[src/rtl/serial_adder.sv]
// serial_adder: digit-serial add/sub, DIGIT bits per clock.
// Define SERIAL_ADDER_SUB_EN to enable subtraction.
module serial_adder #(
  parameter int WIDTH = 8,
  parameter int DIGIT = 1
) (
  input  logic             clk,
  input  logic             rst_n,
  input  logic             in_valid,
  output logic             in_ready,
  input  logic [WIDTH-1:0] A,
  input  logic [WIDTH-1:0] B,
  input  logic             Cin,
  input  logic             Sub,
  output logic             out_valid,
  input  logic             out_ready,
  output logic [WIDTH-1:0] S,
  output logic             Cout,
  output logic             Ovf
);

  localparam int N  = WIDTH / DIGIT;
  localparam int CW = (N > 1) ? $clog2(N) : 1;

  localparam logic [1:0] IDLE = 2'd0;
  localparam logic [1:0] RUN  = 2'd1;
  localparam logic [1:0] DONE = 2'd2;

  logic [1:0]       state_q, state_d;
  logic [WIDTH-1:0] a_q, a_d;
  logic [WIDTH-1:0] b_q, b_d;
  logic [WIDTH-1:0] s_q, s_d;
  logic             carry_q, carry_d;
  logic             cout_q, cout_d;
  logic             ovf_q, ovf_d;
  logic [CW-1:0]    cnt_q, cnt_d;

  logic [WIDTH-1:0] b_in;
  logic             c_in;

`ifdef SERIAL_ADDER_SUB_EN
  assign b_in = Sub ? ~B : B;
  assign c_in = Cin ^ Sub;
`else
  logic unused_sub;
  assign unused_sub = Sub;
  assign b_in = B;
  assign c_in = Cin;
`endif

  logic [DIGIT-1:0] dsum;
  logic [DIGIT:0]   c;
  logic             last;

  assign last = (cnt_q == CW'(N - 1));

  // Ripple the low digit of the operand registers
  always_comb begin
    dsum = '0;
    c    = '0;
    c[0] = carry_q;
    for (int i = 0; i < DIGIT; i++) begin
      dsum[i]  = a_q[i] ^ b_q[i] ^ c[i];
      c[i + 1] = (a_q[i] & b_q[i])
               | (c[i] & (a_q[i] ^ b_q[i]));
    end
  end

  // Next-state: accept, step one digit, hand off
  always_comb begin
    state_d = state_q;
    a_d     = a_q;
    b_d     = b_q;
    s_d     = s_q;
    carry_d = carry_q;
    cout_d  = cout_q;
    ovf_d   = ovf_q;
    cnt_d   = cnt_q;
    unique case (state_q)
      IDLE: begin
        if (in_valid) begin
          a_d     = A;
          b_d     = b_in;
          carry_d = c_in;
          cnt_d   = '0;
          state_d = RUN;
        end
      end
      RUN: begin
        a_d     = a_q >> DIGIT;
        b_d     = b_q >> DIGIT;
        s_d     = WIDTH'({dsum, s_q} >> DIGIT);
        carry_d = c[DIGIT];
        cnt_d   = cnt_q + CW'(1);
        if (last) begin
          cout_d  = c[DIGIT];
          ovf_d   = c[DIGIT-1] ^ c[DIGIT];
          state_d = DONE;
        end
      end
      DONE: begin
        if (out_ready) state_d = IDLE;
      end
      default: state_d = IDLE;
    endcase
  end

  // State and datapath registers
  always_ff @(posedge clk or negedge rst_n) begin
    if (!rst_n) begin
      state_q <= IDLE;
      a_q     <= '0;
      b_q     <= '0;
      s_q     <= '0;
      carry_q <= 1'b0;
      cout_q  <= 1'b0;
      ovf_q   <= 1'b0;
      cnt_q   <= '0;
    end else begin
      state_q <= state_d;
      a_q     <= a_d;
      b_q     <= b_d;
      s_q     <= s_d;
      carry_q <= carry_d;
      cout_q  <= cout_d;
      ovf_q   <= ovf_d;
      cnt_q   <= cnt_d;
    end
  end

  assign in_ready  = (state_q == IDLE);
  assign out_valid = (state_q == DONE);
  assign S         = s_q;
  assign Cout      = cout_q;
  assign Ovf       = ovf_q;

endmodule

[config.mk]
export PLATFORM = sky130hd
export DESIGN_NAME = serial_adder
export DESIGN_NICKNAME = d
export VERILOG_FILES = /design/src/rtl/serial_adder.sv
export SDC_FILE = /design/constraint.sdc
export NUM_CORES = 1
export LEC_CHECK = 0
export CORE_ASPECT_RATIO = 0.6
export CORE_MARGIN = 2
export CORE_UTILIZATION = 52
export DETAILED_ROUTE_END_ITERATION = 8
export PLACE_DENSITY = 0.83
export SYNTH_ARGS = -nofsm -noshare
export SYNTH_HDL_FRONTEND = slang
export SYNTH_SLANG_ARGS = --single-unit
[constraint.sdc]
create_clock -name clk -period 2.08 [get_ports clk]
set_input_delay 0.624 -clock clk [delete_from_list [all_inputs] [get_ports clk]]
set_output_delay 0.624 -clock clk [all_outputs]
set_load 0.005 [all_outputs]
# Word-level counts from Yosys, hierarchy flattened
# Cells that the tools add are included.
[word_totals]
register_bits = 32
latch_bits = 0
ram_bits = 0
romBits = 0
inputBits = 22
output_inout_bits = 12
wordCells = 38
mem_count = 0
[op_classes]
addsub = 1
mul = 0
div_mod_pow = 0
n_lt_le_gt_ge = 0
eq_ne = 6
shifts = 0
mux = 12
n_bitwise = 6
reduce_logical = 5
[ops]
columns = ["operator", "count"]
rows = [
  ["one-hot mux 8 bit (2 select lines)", 2],
  ["2-to-1 mux 8 bit", 2],
  ["2-to-1 mux 2 bit", 3],
  ["one-hot mux 2 bit (3 select lines)", 1],
  ["one-hot mux 3 bit (2 select lines)", 1],
  ["inequality test 2 bit, second input constant", 2],
  ["AND reduction 2 bit", 2],
  ["adder 3 x 1 -> 3 bit, second input constant", 1],
  ["== test 3 bit, second input constant", 1],
  ["2-to-1 mux 3 bit", 1],
  ["AND reduction 3 bit", 1],
  ["XOR 1 bit", 3],
  ["bitwise AND 1 bit", 2],
  ["== test 2 x 1 -> 1 bit, second input constant", 1],
  ["== test 2 bit, second input constant", 1],
  ["logical NOT 2 bit", 1],
  ["inequality test 2 x 1 -> 1 bit, second input constant", 1],
  ["one-hot mux 1 bit (2 select lines)", 1],
  ["nonzero test 2 bit", 1],
  ["2-to-1 mux 1 bit", 1],
  ["OR 1 bit", 1],
]

# Longest topological paths before layout
# Gate-level depths: netlist of the first run.
[logic_depth]
ltp_word = 4
depth_mapped = 5
mapped_depth_nobuf = 4

# Worst setup path after synthesis of the first run
# OpenSTA, ideal clock, no wires.
[synth_path]
path_kind = "reg2out"
start = "reg state_q[1]"
end = "out out_valid"
t_arrival_ns = 0.869
required_ns = 1.456
slack_ns = 0.587
path_stages_with_launch = 4
n_path_buf = 1
path_cell_list = "dfrtp_1 inv_2 buf_2 nor2_1"
[synth_between]
elab_chain_len = 1
[synth_rtl]
columns = ["element", "line", "rtl"]
rows = [
  ["start, declared", "29", "logic [1:0] state_q, state_d;"],
  ["start signal, assigned", "120", "state_q <= state_d;"],
  ["== test 2 bit", "132", "assign out_valid = (state_q == DONE);"],
  ["end, declared", "15", "output logic out_valid,"],
]
# Every way passes these cells.

# Worst setup path after layout of the first run
[layout_path]
start = "reg state_q[1]"
end = "out in_ready"
[layout_between]
elab_chain_len = 1
[layout_rtl]
columns = ["element", "line", "rtl"]
rows = [
  ["logical NOT 2 bit", "131", "assign in_ready = (state_q == IDLE);"],
  ["end, declared", "10", "output logic in_ready,"],
]
# Every way passes these cells.

==> out/qor.csv, run 1 <==
metric,value,unit
final setup vio count,0,
Total GRT Usage,23.59,%
initial antenna violation count,0,
largest delay contributor family on the critical path,buffers and inverters,
synth cell count leaders,"dfrtp_1 (32), nand2_1 (25), o22ai_1 (20), a21oi_1 (8), a2bb2oi_1 (6)",
startpoint type of the worst setup path,register,
I/O pin total,34,
relative slew slack,54.38,%
asr flop ratio synth,100.0,%
Routed WL per cell,16.32,um
WP data arrival,1.40,ns
worst-margin pin slew,0.6843,ns
die area,3246,sq um
clock slew at reported path FFs,0.06,ns
clk buf depth,2,
placed cell count,194,
Worst Skew,0.006617,ns
Synth Register Bits,32,
gpl congestion,0.8019,
Syn Area/Cell,10.84,sq um
Final #Nets,195,
maxcap violations,0,
port bufs,32,
post-synthesis compound-gate area fraction,22.14,%
Worst Path Buf+Inv,1,
Area Growth Syn to Fin,30.32,%
DR vias,1167,
Hold WC Path Type,reg -> reg,
Final ANT Viol Nets,0,
status,completed,
routed wire length,3.313,mm
Yosys Warn Count,0,
Final Hold Fails,0,
max-slew violation count,0,
worst r2r src,state_q[0],
PwrDens,1486,nW/um^2
Die Wd,72.24,um
Worst R2R End,b_q[3],
Setup TNS,0,ns
antenna cell count,0,
Post-synth top flop,dfrtp_1,
Reg2Reg Setup Slack,0.48,ns
largest family of logic cells by synthesized area,compound AO/OA/AOI/OAI gates,
VDD IR max,0.0007228,V
post-synthesis mux area share,1.550,%
first-pass GRT wire length,5.561,mm
Post-Syn Nets,159,
Setup CP Type,reg -> out,
Worst setup EP type,primary output,
crit path max-delay cell type,clkdlybuf4s50_1,
CTS buffer count,5,
Max stage delay on crit path,0.52,ns
layout cells sized above 1,14.04,%
die height,44.94,um
Site Rows,14,
Post-Synth Adder-Cell Area,3.101,%
Post-synth EDFFs,0,
most frequent cell after synthesis,dfrtp_1,
post-synthesis cell type count,31,
required time at the worst-slack endpoint,1.46,ns
Iteration-0 DRC Markers,108,
core box area,2575,sq um
vias in the first global route,1150,
Post-route DRC,0,
XOR/XNOR share of the synthesized area,0.6029,%
Synth top area share,55.12,%
fin crit share,97.17,%
Filler cells,179,
CTS HTree Levels,2,
Hold Startpoint,a_q[7],
post-synthesis sequential area ratio,55.12,%
HPWL after detailed placement,2.239,mm
Fmax achieved,0.4948,GHz
1st-pass router iterations,4,
pin count of the biggest net entering global routing,33,
synthesized area,1453,sq um
R2R cell count,4,
worst-skew pair later-pin latency,0.28,ns
Simple-Gate Fraction of Synth Area,12.49,%
Hold EP,a_q[7],
Via density,5.749,
Final Power,2.813,mW
Post-Synthesis Cells,134,
CTS tree,done,
leakage,0.8482,nW
critical path cell sequence,nor2_2 -> clkdlybuf4s50_1,
starting density of the core,56.41,%
hold_buf cts,0,
final global-route overflow total,0,
critical path peak fanout,8,
final std cells w/o fill,203,
min Tclk post-route,2.021,ns
hold depth,1,
top post-synthesis cells by area,"dfrtp_1 (55%), o22ai_1 (8.6%), nand2_1 (6.5%)",
clk sinks,32,
root buffer cell,clkbuf_8,
RSZ-0062 raised after global routing,false,
leading area contributor after synthesis,dfrtp_1,
==> how the worst max path moves through the flow <==
stage / start / end / slack (ns) / cells after the start
6_report: state_q[1] / in_ready / 0.06 / 2
5_1_grt: state_q[1] / in_ready / 0.009 / 2
3_3_place_gp: in_valid / b_q[4] / 0.20 / 4
2_1_floorplan: state_q[1] / out_valid / 0.59 / 3
4_1_cts: state_q[1] / in_ready / 0.004 / 2
3_5_place_dp: in_valid / b_q[5] / 0.16 / 4
==> report_power, final <==
| part | internal, mW | leakage, nW | switching, mW |
|---|---|---|---|
| registers | 0.912 | 0.380 | 0.228 |
| clock network | 0.270 | 0.0455 | 0.219 |
| logic | 0.612 | 0.423 | 0.572 |
==> worst reg2reg max path, cell delays in order, from the launching register on <==
cell and delay, ns:
dfrtp_1 0.43, buf_4 0.19, nand2b_1 0.49, o22ai_1 0.20, a21oi_1 0.20
==> routing by layer <==
metal / global-route usage [%] / vias to the layer above / share of wire, %
met1: 32.75 / 562 / 46
met2: 34.13 / 46 / 45
met4: 7.925 / 0 / 1.1
li1: - / 553 / -
met5: 0 / - / 0
met3: 9.375 / 6 / 7.3
==> layout make-up <==
cell class | count | area (sq um) | share of cell area (%)
sequential | 32 | 802.0 | 42.37
multi-input combinational | 90 | 581.8 | 30.73
timing repair buffer | 38 | 367.9 | 19.43
clock buffer | 8 | 90.09 | 4.759
tap | 32 | 40.04 | 2.115
inverter | 3 | 11.26 | 0.5948
==> logic make-up (layout without fill, tap and decap cells) <==
| kind of cell | Yosys count | in the layout |
|---|---|---|
| compound gates | 45 | 45 |
| xor+xnor | 1 | 1 |
| fa+ha+maj | 3 | 3 |
| buf+inv | 12 | 49 |
| flops | 32 | 32 |
| mux | 2 | 2 |
| simple gates | 39 | 39 |
==> stage by stage <==
stage | utilization (%) | hold slack (ns) | area (sq um) | setup slack (ns)
floorplan | - | 0.3284 | 1453 | 0.5871
global placement | 69.48 | 0.4567 | 1789 | 0.2001
detailed placement | 69.48 | 0.4700 | 1789 | 0.1594
CTS | 73.03 | 0.4866 | 1881 | 0.003527
global route | 73.52 | 0.5087 | 1893 | 0.009325
finish | 73.52 | 0.4859 | 1893 | 0.05895
==> placed cells by master, fill, tap and decap left out, drive strengths merged, types with 2 or more instances in the layout <==
| cell | n |
|---|---|
| inv | 3 |
| o22ai | 22 |
| nand2 | 26 |
| nand2b | 4 |
| a2bb2oi | 6 |
| ha | 2 |
| dfrtp | 32 |
| a22o | 2 |
| clkdlybuf4s50 | 31 |
| clkbuf | 8 |
| buf | 6 |
| a21oi | 10 |
| o31ai | 2 |
| mux2 | 2 |
| nor2 | 5 |
==> flip-flops by register name, indices dropped and copies added (netlist names) <==
signal and count:
Ovf 1, b_q 8, carry_q 1, S 8, cnt_q 3, Cout 1
a_q 8, state_q 2
==> timing repair <==
| action | in CTS | in global routing |
|---|---|---|
| gates resized for setup | 1 | 2 |
| cloned | 0 | 0 |
| setup buffers | 0 | 1 |
| setup endpoints to repair | 2 | 2 |
| endpoints found under the hold margin | 0 | 0 |
Note: power is estimated with default switching activity, not from simulation.
==> inputs of run 2 (changes only) <==
--- a/config.mk
+++ b/config.mk
@@ -9,6 +9,7 @@
 export CORE_MARGIN = 2
 export CORE_UTILIZATION = 52
 export DETAILED_ROUTE_END_ITERATION = 8
+export HOLD_SLACK_MARGIN = 0.02
 export PLACE_DENSITY = 0.83
 export SYNTH_ARGS = -nofsm -noshare
 export SYNTH_HDL_FRONTEND = slang
==> results of run 2 <==
The final DEF is identical to that of run 1; final timing and power are the same.
